===== src/rtl/sram_arb_pkg.sv =====
// rtl/sram_arb_pkg.sv - shared widths, response state and request struct for the SRAM arbiter
package sram_arb_pkg;

  localparam int SRAM_ADDR_W = 7;
  localparam int SRAM_DATA_W = 14;
  localparam int NUM_REQ     = 2;

  typedef enum logic {
    RESP_IDLE,
    RESP_PENDING
  } resp_state_e;

  typedef struct packed {
    logic                   we;
    logic [SRAM_ADDR_W-1:0] addr;
    logic [SRAM_DATA_W-1:0] wdata;
  } sram_req_t;

endpackage


===== src/rtl/sram_rw_arbiter_rr.sv =====
// rtl/sram_rw_arbiter_rr.sv - two-way round-robin grant; ineligible requesters never consume the pointer
module rr_arbiter2 (
  input  logic [1:0] valid,
  input  logic [1:0] eligible,
  input  logic       ptr,
  output logic [1:0] grant,
  output logic       ptr_next
);

  logic [1:0] cand;

  always_comb begin
    cand     = valid & eligible;
    grant    = 2'b00;
    ptr_next = ptr;
    if (cand == 2'b11) begin
      grant = ptr ? 2'b10 : 2'b01;
    end else begin
      grant = cand;
    end
    if (grant[0]) begin
      ptr_next = 1'b1;
    end else if (grant[1]) begin
      ptr_next = 1'b0;
    end
  end

endmodule


===== src/rtl/sram_rw_arbiter.sv =====
// rtl/sram_rw_arbiter.sv - round-robin sharing of a 1RW SRAM macro between two requesters
// Optional per-requester grant counters enabled by defining SRAM_ARB_PERF_EN.
module sram_rw_arbiter
  import sram_arb_pkg::*;
#(
  parameter int ADDR_W = SRAM_ADDR_W,
  parameter int DATA_W = SRAM_DATA_W,
  parameter int PERF_W = 16
) (
  input  logic                  clk,
  input  logic                  reset,
  input  logic [1:0]            req_valid,
  output logic [1:0]            req_ready,
  input  logic [1:0]            req_we,
  input  logic [2*ADDR_W-1:0]   req_addr,
  input  logic [2*DATA_W-1:0]   req_wdata,
  output logic [1:0]            resp_valid,
  input  logic [1:0]            resp_ready,
  output logic [DATA_W-1:0]     resp_rdata,
  output logic                  sram_csb,
  output logic                  sram_web,
  output logic                  sram_oeb,
  output logic [ADDR_W-1:0]     sram_a,
  output logic [DATA_W-1:0]     sram_i,
  input  logic [DATA_W-1:0]     sram_o
`ifdef SRAM_ARB_PERF_EN
  ,
  output logic [2*PERF_W-1:0]   perf_grants
`endif
);

  resp_state_e       state, state_n;
  logic              owner, owner_n;
  logic              ptr, ptr_next;
  logic [1:0]        eligible, arb_grant, grant;
  logic              read_ok, any_grant, grant_idx, grant_we, read_grant;
  logic [ADDR_W-1:0] addr_q;
  logic [DATA_W-1:0] wdata_q;

  // A new read may only start when the single response slot is free or being freed now.
  assign read_ok  = (state == RESP_IDLE) || resp_ready[owner];
  assign eligible = req_we | {2{read_ok}};

  rr_arbiter2 u_rr (
    .valid    (req_valid),
    .eligible (eligible),
    .ptr      (ptr),
    .grant    (arb_grant),
    .ptr_next (ptr_next)
  );

  always_comb begin
    grant      = arb_grant & {2{~reset}};
    any_grant  = |grant;
    grant_idx  = grant[1];
    grant_we   = req_we[grant_idx];
    read_grant = any_grant && !grant_we;
    req_ready  = grant;
    sram_csb   = ~any_grant;
    sram_web   = ~(any_grant && grant_we);
    sram_oeb   = ~read_grant;
    sram_a     = addr_q;
    sram_i     = wdata_q;
    if (any_grant) begin
      sram_a = req_addr[grant_idx*ADDR_W +: ADDR_W];
    end
    if (any_grant && grant_we) begin
      sram_i = req_wdata[grant_idx*DATA_W +: DATA_W];
    end
  end

  always_comb begin
    state_n = state;
    owner_n = owner;
    if (read_grant) begin
      state_n = RESP_PENDING;
      owner_n = grant_idx;
    end else if (state == RESP_PENDING && resp_ready[owner]) begin
      state_n = RESP_IDLE;
    end
  end

  always_ff @(posedge clk or posedge reset) begin
    if (reset) begin
      state   <= RESP_IDLE;
      owner   <= 1'b0;
      ptr     <= 1'b0;
      addr_q  <= '0;
      wdata_q <= '0;
    end else begin
      state   <= state_n;
      owner   <= owner_n;
      ptr     <= ptr_next;
      addr_q  <= sram_a;
      wdata_q <= sram_i;
    end
  end

  // The macro output register holds the read value until the next read, so no copy is kept here.
  assign resp_valid = (state == RESP_PENDING) ? (owner ? 2'b10 : 2'b01) : 2'b00;
  assign resp_rdata = sram_o;

`ifdef SRAM_ARB_PERF_EN
  logic [PERF_W-1:0] grant_cnt [2];

  always_ff @(posedge clk or posedge reset) begin
    if (reset) begin
      grant_cnt[0] <= '0;
      grant_cnt[1] <= '0;
    end else begin
      for (int i = 0; i < 2; i++) begin
        if (req_ready[i] && grant_cnt[i] != {PERF_W{1'b1}}) begin
          grant_cnt[i] <= grant_cnt[i] + 1'b1;
        end
      end
    end
  end

  assign perf_grants = {grant_cnt[1], grant_cnt[0]};
`endif

endmodule


===== config.mk =====
export PLATFORM = sky130hd
export DESIGN_NAME = sram_rw_arbiter
export DESIGN_NICKNAME = d
export VERILOG_FILES = /design/src/rtl/sram_arb_pkg.sv /design/src/rtl/sram_rw_arbiter_rr.sv /design/src/rtl/sram_rw_arbiter.sv
export SDC_FILE = /design/constraint.sdc
export NUM_CORES = 1
export LEC_CHECK = 0
export CAP_MARGIN = 10
export CORE_UTILIZATION = 31
export DETAILED_ROUTE_END_ITERATION = 7
export HOLD_SLACK_MARGIN = 0.05
export MAX_ROUTING_LAYER = met4
export PLACE_DENSITY_LB_ADDON = 0.12
export RECOVER_POWER = 25
export SYNTH_ARGS = -nofsm -noshare
export SYNTH_HDL_FRONTEND = slang
export SYNTH_SLANG_ARGS = --single-unit
export TNS_END_PERCENT = 100

===== constraint.sdc =====
create_clock -name clk -period 1.8 [get_ports clk]
set_input_delay 0.27 -clock clk [delete_from_list [all_inputs] [get_ports clk]]
set_output_delay 0.27 -clock clk [all_outputs]
set_load 0.02 [all_outputs]

# [Word-level counts from Yosys, hierarchy flattened]
# Index checks and enable logic that the tools add are counted.
[op_classes] n_reduce_logical=8 n_mul=2 n_eq_ne=1 n_shift=2 muxes=14 n_bitwise=8 order_cmp=2
[op_table] operator="$shiftx 28x6->14" n=1
[op_table] operator="$mux 14" n=1
[op_table] operator="$shiftx 14x5->7" n=1
[op_table] operator="$mul 1x3->4 const B" n=2
[op_table] operator="$mux 1" n=8
[op_table] operator="$mux 2" n=4
[op_table] operator="$mux 7" n=1
[op_table] operator="$not 1->1" n=5
[op_table] operator="$and 2x2->2" n=2
[op_table] operator="$lt 1x2->1 const B" n=2
[op_table] operator="$reduce_bool 2->1" n=2
[op_table] operator="$logic_and 1x1->1" n=3
[op_table] operator="$eq 2x2->1 const B" n=1
[op_table] operator="$or 2x2->2" n=1
[op_table] operator="$reduce_or 2->1" n=1
[op_table] operator="$logic_not 1->1" n=1
[op_table] operator="$logic_or 1x1->1" n=1
[word_totals] inputBits=64 output_inout_bits=42 ff_bits=24 elab_cells=42

# [Logic depth before layout (Yosys ltp)]
# Gate-level depths: netlist of run 1.
[logic_depth] depth_word=13 mapped_depth=6 mapped_depth_nobuf=5

# [Hierarchy]
# A second synthesis of run 1 with hierarchy kept.
[hier_totals] hier_cells=122 area_unflattened_um2=1393.8
[modules_own_cells] module="sram_rw_arbiter" instances=1 area_per_inst_um2=1360.1 cells_per_inst=116 seq_area_each_um2=600.6
[modules_own_cells] module="rr_arbiter2" instances=1 area_per_inst_um2=33.8 cells_per_inst=6 seq_area_each_um2=0.0

# [Least setup slack after synthesis of run 1]
# OpenSTA, ideal clock, no wires.
[synth_timing] kind="register -> output" start="register owner" end="output port sram_i[10]" setup_slack_ps=-350 arrival_time_ps=1880 required_time_ps=1530 path_buffers=1 stages_incl_launch_ff=6 cell_sequence="dfrtp_1 > mux2i_2 > a21bo_2 > clkbuf_1 > o21ai_0 > a31oi_1"
[synth_via] elab_chain_len=12 word_cells_on_any_way=15 cone_classes="1 x mul; 1 x eq/ne; 1 x shift; 6 x mux; 3 x bitwise; 3 x reduce/logical"
[synth_rtl] item="start: declaration" line="sram_rw_arbiter.sv:33" rtl="logic owner, owner_n;"
[synth_rtl] item="start signal: assignment" line="sram_rw_arbiter.sv:92" rtl="owner <= owner_n;"
[synth_rtl] item="$mux 1 (not written as such) * (2 in series)" line="sram_rw_arbiter.sv:41" rtl="assign read_ok = (state == RESP_IDLE) || resp_ready[owner];"
[synth_rtl] item="$logic_or 1x1->1 *" line="sram_rw_arbiter.sv:41"
[synth_rtl] item="$or 2x2->2 *" line="sram_rw_arbiter.sv:42" rtl="assign eligible = req_we | {2{read_ok}};"
[synth_rtl] item="$and 2x2->2 *" line="sram_rw_arbiter_rr.sv:13" rtl="cand = valid & eligible;"
[synth_rtl] item="$eq 2x2->1" line="sram_rw_arbiter_rr.sv:16" rtl="if (cand == 2'b11) begin"
[synth_rtl] item="$mux 2 *" line="sram_rw_arbiter_rr.sv:16"
[synth_rtl] item="$and 2x2->2 *" line="sram_rw_arbiter.sv:53" rtl="grant = arb_grant & {2{~reset}};"
[synth_rtl] item="parallel branches: the longest is 3 deep, another holds $mul 1x3->4"
[synth_rtl] item="$mux 14 *" line="sram_rw_arbiter.sv:67" rtl="if (any_grant && grant_we) begin"
[synth_rtl] item="end: declaration" line="sram_rw_arbiter.sv:24" rtl="output logic [DATA_W-1:0] sram_i,"
# Every way passes the cells marked *. The select of a mux whose other input is x is not followed.

# [Worst setup path after layout of run 1]
[layout_timing] start="register owner" end="output port sram_i[12]"
# Same word-level chain as after synthesis.

==> flow_metrics.py, run 1 <==
metrics = {
    "critical_path": {
        "worstSetupEndpoint": "sram_i[12]",
        "path_buf_inv": 3,
        "critical_path.slowest_cell": "dfrtp_1",
        "cp_cell_sequence": "mux2i_4 -> buf_6 -> a211o_1 -> buf_6 -> nand3_2 -> a31oi_4 -> buf_6",
        "critPathMaxStageDelay_ns": 0.42,
        "critical_path_cell_count": 7,
        "reg2reg_slack_ns": -0.18,
        "cp_common_cell": "buf_6",
        "r2r_start": "owner",
        "critical_path_class": "register to output pin",
        "start_kind": "register",
        "cp_max_fo": 8,
        "critPathCaptureType": "output pin",
        "startpoint": "owner",
        "cp.arrival_ns": 2.06,
        "critPathTopFamily": "buffers and inverters",
        "r2r_cells": 9,
        "r2r-end": "wdata_q[6]",
        "critPathRequiredTime_ns": 1.53,
    },
    "logic_synthesis": {
        "synth_top_area_share_pct": 40.4,
        "synth_area_leader_cell": "dfrtp_1",
        "synth_ff_type": "dfrtp_1",
        "yosysSeqAreaShare_pct": 40.4,
        "synth.avg_cell_area_um2": 8.54,
        "yosys-top-cells-count": "dfrtp_1, a31oi_1, nand3_1, o21ai_0, a21oi_1",
        "async_reset_ff_share_pct": 100,
        "netlist_area_mm2": 0.00149,
        "synth_seq_cells": 24,
        "ys_top_cells_by_area": "dfrtp_1, a31oi_1, buf_4, nand3_1, o21ai_0",
        "syn-num-nets": 238,
        "ys_warn_count": 0,
        "synth_edf_count": 0,
        "synthDistinctLibCells": 34,
        "synth.most_common_cell": "dfrtp_1",
        "netlist_instances": 174,
    },
    "detailed_routing": {
        "drc_errors": 4,
        "drtIter0Drc": 77,
        "avgViaCountPerCell": 5.65,
        "wl_per_cell_um": 19.4,
        "wl_mm": 6.47,
        "ant_nets": 0,
        "via_count": 1882,
        "dr.pass1.iters": 6,
    },
    "sta": {
        "finalHoldViolations": 0,
        "rsz0062_at_grt": "yes",
        "timing.final.crit_period_ns": 2.33,
        "setup_ws_ns": -0.535,
        "tightest_slew_ns": 0.385,
        "max-slew-margin-rel_pct": 74.1,
        "fmax_ghz": 0.428,
        "slew_violations": 0,
        "fin_crit_sh_pct": 130,
        "finalClockSkew_ns": 0.00413,
        "setup_viol": 31,
    },
    "global_route": {
        "grt_remaining_overflow": 0,
        "gr-usage-met3_pct": 4.22,
        "grtUsageMet2_pct": 47.1,
        "grt_pass1_vias": 2075,
        "antenna_found_initial": 0,
        "grt_max_degree": 21,
        "grt_use_total_pct": 26.2,
        "use_met1_pct": 27.8,
        "grt_pass1_wl_mm": 10.1,
        "grt-busiest-layer": "met2",
    },
    "pwr": {
        "seqPwrFrac_pct": 24.9,
        "pwr_density_cell_mw_per_mm2": 873,
        "power_switching_mw": 1.04,
        "p_int_mw": 1.81,
        "leakage_nw": 1.25,
        "ir_drop_uv": 518,
        "p_comb_share_pct": 57.5,
        "swShare_pct": 36.6,
        "p_clk_share_pct": 17.5,
        "power.total_mw": 2.85,
    },
    "cts": {
        "clk_latency_ns": 0.28,
        "numCtsBuffers": 3,
        "cts_num_sinks": 24,
        "cts_tree": "built",
        "htree_levels": 1,
        "clk_pin_slew_worst_paths_ns": 0.10,
        "cts-root-buf": "clkbuf_8",
        "cts_buffer_depth": 2,
    },
    "floorplanning": {
        "die_width_um": 71.2,
        "initial_utilization_pct": 33.2,
        "rows": 24,
        "die_h_um": 71.2,
        "design.die.area_mm2": 0.00507,
        "num_io_pins": 106,
        "coreArea_mm2": 0.00447,
    },
    "hold_path": {
        "hp-class": "input port to asynchronous set/reset pin",
    },
    "place": {
        "hpwl_mm": 4.19,
        "place.gp.congestion": 0.888,
        "io_buffers": 77,
    },
    "finish": {
        "final_core_util_pct": 73.1,
        "area_delta_synth_final_pct": 120,
        "num_antenna_cells": 0,
        "nets": 346,
        "layout-drive-gt1-share_pct": 49.8,
    },
    "run_status": {
        "outcome": "finished, violations left",
        "violations": "DRC, setup timing",
    },
    "flow_run": {
        "maxCapViolations": 0,
    },
}
how the worst min path moves through the flow:
stage | slack (ns) | to | cells past startpoint | startpoint
after detailed placement | 0.54 | resp_rdata[0] | 0 | sram_o[0]
after floorplan | 0.28 | addr_q[0] | 1 | reset
after global placement | 0.54 | wdata_q[11] | 2 | wdata_q[11]
final | 0.42 | wdata_q[3] | 3 | reset
after CTS | 0.43 | wdata_q[3] | 3 | reset
after global routing | 0.44 | wdata_q[7] | 3 | reset
layer usage:
metal / up-vias / part of all wire [%]
met5: - / 0
met3: 33 / 5.1
met1: 913 / 38
li1: 851 / -
met2: 85 / 53
met4: 0 / 3.5
power groups by stage:
stage / Combinational [mW] / Clock (mW) / Sequential, mW
finish: 1.64 / 0.500 / 0.712
global route: 1.72 / 0.529 / 0.725
CTS: 1.58 / 0.495 / 0.710
global placement: 1.27 / 0 / 0.716
floorplan: 0.744 / 0 / 0.717
detailed placement: 1.31 / 0 / 0.718
kinds of logic (layout without fill, tap and decap cells):
logic type / count (synthesis) / after routing / synth area share, %
and+or+nand+nor: 46 / 46 / 16.0
DFF: 24 / 24 / 40.4
AOI/OAI and AO/OA: 71 / 73 / 29.5
buffers and inverters: 32 / 137 / 13.1
muxes: 1 / 1 / 0.926
area by class of cell:
type | instances | area (µm²)
Fill cell | 300 | 1200
Multi-Input combinational cell | 120 | 1200
Clock inverter | 1 | 30.0
Sequential cell | 24 | 601
Inverter | 4 | 22.5
Clock buffer | 3 | 41.3
Timing Repair Buffer | 129 | 1310
Tap cell | 52 | 65.1
layout by cell type, fill, tap and decap left out, types with 3 or more instances in the layout:
cell type,count
dfrtp_1,24
nand3_2,16
buf_6,41
o21ai_0,13
a21bo_4,3
o21ai_1,8
a21oi_1,16
clkdlybuf4s50_1,47
nand3_1,5
a31oi_4,20
buf_12,3
clkbuf_8,3
buf_4,32
nand2_1,3
dlygate4sd2_1,4
nor3_1,6
worst min-delay path, cell delays in order:
cell and delay (ns):
clkdlybuf4s50_1 0.44, buf_4 0.17, inv_1 0.22
repair_timing:
item | in CTS | in global routing
buffers inserted | 11 | 8
hold buffers | 0 | 0
gates cloned | 3 | 0
pin swaps | 23 | 5
resized for setup | 216 | 17
endpoints found under the setup margin | 34 | 36
registers in the layout (all words and copies together) (netlist names):
| name | cells |
|---|---|
| ptr | 1 |
| addr_q | 7 |
| wdata_q | 14 |
| owner | 1 |
| state | 1 |
per-stage QoR:
step	worst slack, ns	std cells	hold slack (ns)	area [µm²]	TNS (ns)
6_report	-0.535	333	0.425	3270	-12.51
4_1_cts	-0.504	330	0.432	3200	-11.59
3_5_place_dp	-0.986	314	0.540	2730	-27.92
2_1_floorplan	-0.141	174	0.285	1790	-2.37
5_1_grt	-0.606	333	0.440	3270	-15.04
3_3_place_gp	-0.964	314	0.539	2730	-26.71
Note: power is estimated with default switching activity, not from simulation.
==> run 2: changes to the inputs <==
--- a/config.mk
+++ b/config.mk
@@ -6,13 +6,13 @@
 export NUM_CORES = 1
 export LEC_CHECK = 0
 export CAP_MARGIN = 10
-export CORE_UTILIZATION = 31
+export CORE_UTILIZATION = 30
 export DETAILED_ROUTE_END_ITERATION = 7
 export HOLD_SLACK_MARGIN = 0.05
 export MAX_ROUTING_LAYER = met4
 export PLACE_DENSITY_LB_ADDON = 0.12
-export RECOVER_POWER = 25
 export SYNTH_ARGS = -nofsm -noshare
 export SYNTH_HDL_FRONTEND = slang
+export SYNTH_HIERARCHICAL = 1
 export SYNTH_SLANG_ARGS = --single-unit
 export TNS_END_PERCENT = 100
==> constraint.sdc (replaced) <==
create_clock -name clk -period 2 [get_ports clk]
set_input_delay 0.3 -clock clk [delete_from_list [all_inputs] [get_ports clk]]
set_output_delay 0.3 -clock clk [all_outputs]
set_load 0.02 [all_outputs]
==> run 2 against run 1 <==
  * The run ends with setup timing left
  * Count of clock-buffer cells in the layout is the same
  * Register-to-register slack lost 0.15 ns
  * Clock power shrank 14%
  * Setup slack lost 0.29 ns
  * Utilization shrank 12 points
  * Total power shrank 7.9%
  * Sequential share of layout area grew 3.9 points
  * Non-clock buffer count shrank 7
  * Critical endpoint is now sram_i[9]
  * Largest power group unchanged
==> flow_metrics.py, run 2 <==
metrics = {
    "run_status": {
        "outcome": "finished, violations left",
        "violations": "setup timing",
    },
    "place": {
        "place.gp.congestion": 0.779,
        "hpwl_mm": 2.93,
        "dp.cells": 250,
        "io_buffers": 77,
        "dpl_worst_slack_ns": -1.30,
        "dpl-instance-area_mm2": 0.00225,
    },
    "finish": {
        "stdcell_count": 280,
        "layout_common_cells": "clkdlybuf4s50_1, buf_4, buf_6, dfrtp_1, mux2_4",
        "reg_top3": "wdata_q x14, addr_q x7",
        "area_delta_synth_final_pct": 93.4,
        "nets": 293,
        "final_common_cell": "clkdlybuf4s50_1",
        "final_core_util_pct": 61.1,
        "nFillCells": 374,
        "layout-drive-gt1-share_pct": 53.1,
        "top_register": "wdata_q",
        "num_antenna_cells": 0,
        "final_cell_area_mm2": 0.00270,
        "largest_reg_flops": 14,
    },
    "detailed_routing": {
        "drc_errors": 0,
        "ant_nets": 0,
        "via_count": 1281,
        "wl_mm": 4.32,
        "wl_per_cell_um": 15.4,
        "avgViaCountPerCell": 4.58,
        "drtIter0Drc": 21,
        "dr.pass1.iters": 4,
    },
    "floorplanning": {
        "coreArea_mm2": 0.00441,
        "initial_utilization_pct": 31.6,
        "die_h_um": 70.2,
        "die_width_um": 70.2,
        "num_io_pins": 106,
        "rows": 24,
        "design.die.area_mm2": 0.00492,
    },
    "pwr": {
        "leakage_nw": 1.28,
        "ir_drop_uv": 479,
        "pwr_density_cell_mw_per_mm2": 976,
        "power.total_mw": 2.63,
    },
    "cts": {
        "cts-root-buf": "clkbuf_8",
        "clk_latency_ns": 0.27,
        "htree_levels": 1,
        "cts_tree": "built",
        "clk_pin_slew_worst_paths_ns": 0.09,
        "cts_buffer_depth": 2,
        "numCtsBuffers": 3,
        "cts_num_sinks": 24,
    },
    "global_route": {
        "antenna_found_initial": 0,
        "grt_max_degree": 18,
        "grt_remaining_overflow": 0,
        "grt_pass1_wl_mm": 6.71,
        "grt_pass1_vias": 1394,
        "grt_use_total_pct": 17.9,
    },
    "logic_synthesis": {
        "netlist_instances": 122,
        "ys_warn_count": 6,
        "synthDistinctLibCells": 22,
        "synth_ff_type": "dfrtp_1",
        "netlist_area_mm2": 0.00139,
        "synth_top_area_share_pct": 43.1,
        "yosysSeqAreaShare_pct": 43.1,
        "async_reset_ff_share_pct": 100,
        "synth_edf_count": 0,
        "ys_top_cells_by_area": "dfrtp_1, mux2_2, mux2_4, buf_4, mux2i_1",
        "synth_seq_cells": 24,
        "synth_area_leader_cell": "dfrtp_1",
        "yosys-top-cells-count": "dfrtp_1, mux2_2, buf_4, nand2_1, o21ai_0",
        "synth.avg_cell_area_um2": 11.4,
        "synth.most_common_cell": "dfrtp_1",
        "syn-num-nets": 186,
    },
    "sta": {
        "setup_viol": 47,
        "tightest_slew_ns": 0.200,
        "max-slew-margin-rel_pct": 86.3,
        "setup_ws_ns": -0.827,
        "fin_crit_sh_pct": 141,
        "finalHoldViolations": 0,
        "setup-tns-final_ns": -22.15,
        "fmax_ghz": 0.354,
        "rsz0062_at_grt": "yes",
        "timing.final.crit_period_ns": 2.83,
        "hold_ws_ns": 0.506,
        "slew_violations": 0,
        "finalClockSkew_ns": 0.00174,
    },
    "flow_run": {
        "maxCapViolations": 0,
    },
    "critical_path": {
        "path_buf_inv": 2,
        "critPathCaptureType": "output pin",
        "critical_path_class": "register to output pin",
        "critPathRequiredTime_ns": 1.70,
        "critPathMaxStageDelay_ns": 0.37,
        "cp.arrival_ns": 2.53,
        "cp_max_fo": 9,
        "critPathTopFamily": "simple AND/OR/NAND/NOR gates",
        "cp_cell_sequence": "mux2i_1 -> nand2_1 -> or2_4 -> and3b_2 -> nor2_4 -> nand2b_4 -> buf_6 -> mux2_4 -> mux2_4 -> buf_6",
        "critical_path.slowest_cell": "dfrtp_1",
        "start_kind": "register",
    },
    "hold_path": {
        "hp-class": "register to register",
    },
}
run 2: logic make-up after synthesis:
| group | synth area share, % |
|---|---|
| AND/OR/NAND/NOR | 8.35 |
| multiplexers | 30.8 |
| AO/OA/AOI/OAI | 5.66 |
| buffers and inverters | 12.1 |
| flip-flops | 43.1 |
run 2: repair_timing:
| item | CTS | global route |
|---|---|---|
| endpoints found under the hold margin | 0 | 0 |
| setup endpoints to repair | 46 | 49 |
| hold buffers | 0 | 0 |
| resized for setup | 185 | 25 |
| pin swaps | 9 | 10 |
| gates cloned | 2 | 0 |
| setup buffers | 19 | 10 |
run 2: where the power goes:
part | total [mW] | switching [mW] | internal (mW)
sequential | 0.703 | 0.0544 | 0.648
clock | 0.428 | 0.160 | 0.268
combinational | 1.50 | 0.609 | 0.890
total | 2.63 | 0.824 | 1.81
run 2: path summary, 6_finish.rpt:
| check | from | to | slack (ns) | depth (start not counted) |
|---|---|---|---|---|
| setup / recovery | owner | sram_i[9] | -0.83 | 10 |
| hold / removal | wdata_q[12] | wdata_q[12] | 0.51 | 1 |
| setup reg to reg | owner | wdata_q[5] | -0.33 | 10 |
| hold reg to reg | wdata_q[12] | wdata_q[12] | 0.51 | 1 |
| max in group asynchronous | reset | addr_q[6] | 1.11 | 4 |
| min in group asynchronous | reset | wdata_q[2] | 0.65 | 4 |
run 2: cell type report:
class	count	area [µm²]	share of cell area [%]
clock buffer	3	41.3	1.53
clock inverter	1	30.0	1.11
inverter	4	20.0	0.743
multi-input combinational	74	721	26.7
sequential	24	601	22.3
tap	52	65.1	2.41
timing repair buffer	122	1220	45.2
run 2: per-layer routing:
layer / GRT usage, % / part of all wire [%] / up-vias
met3: 4.04 / 5.8 / 6
li1: - / - / 614
met5: - / 0 / -
met1: 21.0 / 42 / 605
met2: 31.5 / 52 / 56
met4: 3.56 / 0.74 / 0
==> run 3: changes to the inputs <==
--- a/config.mk
+++ b/config.mk
@@ -8,6 +8,7 @@
 export CAP_MARGIN = 10
 export CORE_UTILIZATION = 30
 export DETAILED_ROUTE_END_ITERATION = 7
+export GPL_TIMING_DRIVEN = 0
 export HOLD_SLACK_MARGIN = 0.05
 export MAX_ROUTING_LAYER = met4
 export PLACE_DENSITY_LB_ADDON = 0.12
==> run 3 against run 2 <==
  * The run still ends with setup timing left
  * Register-to-register slack lost 0.41 ns
  * Utilization grew 10 points
  * Sequential cell count is the same
  * Hold slack lost 0.0036 ns
  * Via count grew 11%
  * Final cell count grew 10%
  * Critical path type unchanged
  * Largest cell class unchanged
==> flow_metrics.py, run 3 (synthesis gave the netlist of run 2 again) <==
metrics = {
    "sta": {
        "slew_violations": 0,
        "setup_ws_ns": -0.946,
        "timing.final.crit_period_ns": 2.95,
        "tightest_slew_ns": 1.02,
        "finalHoldViolations": 0,
        "max-slew-margin-rel_pct": 31.8,
        "setup_viol": 49,
        "finalClockSkew_ns": 0.00584,
        "rsz0062_at_grt": "yes",
        "hold_ws_ns": 0.502,
        "setup-tns-final_ns": -29.29,
        "fmax_ghz": 0.339,
        "fin_crit_sh_pct": 147,
    },
    "global_route": {
        "grt_pass1_vias": 1399,
        "grt_use_total_pct": 17.1,
        "antenna_found_initial": 0,
        "grt_remaining_overflow": 0,
        "grt_max_degree": 27,
        "grt_pass1_wl_mm": 6.42,
    },
    "finish": {
        "top_register": "wdata_q",
        "nets": 321,
        "num_antenna_cells": 0,
        "final_core_util_pct": 71.1,
        "layout_common_cells": "clkdlybuf4s50_1, buf_4, buf_6, dfrtp_1, mux2_2",
        "final_common_cell": "clkdlybuf4s50_1",
        "layout-drive-gt1-share_pct": 58.2,
        "reg_top3": "wdata_q x14, addr_q x7",
        "area_delta_synth_final_pct": 125,
        "final_cell_area_mm2": 0.00314,
        "largest_reg_flops": 14,
    },
    "cts": {
        "clk_pin_slew_worst_paths_ns": 0.08,
        "cts_buffer_depth": 2,
        "cts_num_sinks": 24,
        "cts-root-buf": "clkbuf_8",
        "clk_latency_ns": 0.26,
        "htree_levels": 1,
        "cts_tree": "built",
        "hold_buffers": 0,
        "numCtsBuffers": 3,
    },
    "run_status": {
        "outcome": "finished, violations left",
        "violations": "setup timing",
    },
    "pwr": {
        "pwr_density_cell_mw_per_mm2": 875,
        "power.total_mw": 2.75,
        "leakage_nw": 1.44,
        "ir_drop_uv": 477,
    },
    "critical_path": {
        "cp_cell_sequence": "mux2i_1 -> nand2_1 -> or2_4 -> and3b_2 -> nor2_4 -> nand2b_1 -> buf_6 -> inv_8 -> a32o_2 -> buf_6 -> buf_12 -> mux2_4 -> buf_6",
        "r2r_start": "owner",
        "cp_max_fo": 10,
        "worstSetupEndpoint": "sram_i[5]",
        "r2r_cells": 16,
        "cp_common_cell": "buf_6",
        "critPathCaptureType": "output pin",
        "reg2reg_slack_ns": -0.74,
        "critPathRequiredTime_ns": 1.70,
        "startpoint": "owner",
        "critical_path_class": "register to output pin",
        "critPathMaxStageDelay_ns": 0.38,
        "start_kind": "register",
        "cp.arrival_ns": 2.65,
        "critical_path.slowest_cell": "dfrtp_1",
        "r2r-end": "addr_q[0]",
    },
    "detailed_routing": {
        "wl_mm": 4.71,
        "dr.pass1.iters": 3,
        "wl_per_cell_um": 15.3,
        "avgViaCountPerCell": 4.61,
        "ant_nets": 0,
        "drc_errors": 0,
        "drtIter0Drc": 26,
        "via_count": 1421,
    },
    "floorplanning": {
        "die_width_um": 70.2,
        "rows": 24,
        "initial_utilization_pct": 31.6,
        "die_h_um": 70.2,
        "coreArea_mm2": 0.00441,
        "design.die.area_mm2": 0.00492,
        "num_io_pins": 106,
    },
    "place": {
        "dpl-instance-area_mm2": 0.00240,
        "place.gp.congestion": 0.762,
        "io_buffers": 91,
        "hpwl_mm": 2.76,
    },
    "flow_run": {
        "maxCapViolations": 0,
    },
    "hold_path": {
        "hold-path-cell-count": 1,
        "hp-class": "register to register",
    },
}
## run 3: cell count changes in the layout (fill, tap and decap cells not counted), sizes merged
| cell | previous run | this run |
|---|---|---|
| clkdlybuf4s50 | 50 | 65 |
| buf | 71 | 82 |
| clkbuf | 3 | 5 |
| dlygate4sd2 | 1 | 0 |
| dlymetal6s2s | 0 | 1 |
## run 3: timing repair
item | 4_1_cts | 5_1_grt
gates cloned | 1 | 1
buffers inserted | 26 | 11
gates resized for setup | 176 | 54
pin swaps | 2 | 9
setup endpoints to repair | 48 | 49
## run 3: metrics by stage
stage | setup WS [ns] | std cells
detailed placement | -1.52 | 265
global placement | -1.46 | 265
CTS | -0.971 | 296
floorplan | -0.519 | 122
finish | -0.946 | 308
global route | -1.09 | 308
## run 3: power by group
part / internal (mW) / switching (mW) / total, mW
sequential: 0.648 / 0.0708 / 0.719
combinational: 0.943 / 0.663 / 1.61
clock: 0.267 / 0.156 / 0.423
## run 3: area by class of cell
cell class	count	area, µm²
repair buffers	130	1320
fillers	315	1270
multi-input cells	74	862
flip-flops and latches	24	601
plain buffers	20	199
well taps	52	65.1
clock buffers	3	41.3
clock inverters	1	30.0
inverters	4	25.0
## run 3: worst min-delay path by stage
stage | endpoint | start | slack [ns]
2_1_floorplan | addr_q[0] | reset | 0.33
3_3_place_gp | wdata_q[4] | wdata_q[4] | 0.48
3_5_place_dp | wdata_q[10] | wdata_q[10] | 0.48
4_1_cts | wdata_q[9] | wdata_q[9] | 0.50
5_1_grt | wdata_q[12] | wdata_q[12] | 0.52
6_report | wdata_q[2] | wdata_q[2] | 0.50
## run 3: worst max-delay path: cells and delay by family (launching register included)
kind	cells	cell delay (ns)
and+or+nand+nor	5	0.77
muxes	2	0.51
DFF	1	0.38
AOI/OAI and AO/OA	1	0.13
buffers and inverters	5	0.59
## run 3: routing by layer
layer	wire (µm)	global-route usage [%]
met4	49	4.67
met1	1760	18.5
met5	0	-
met2	2670	31.7
met3	226	3.03
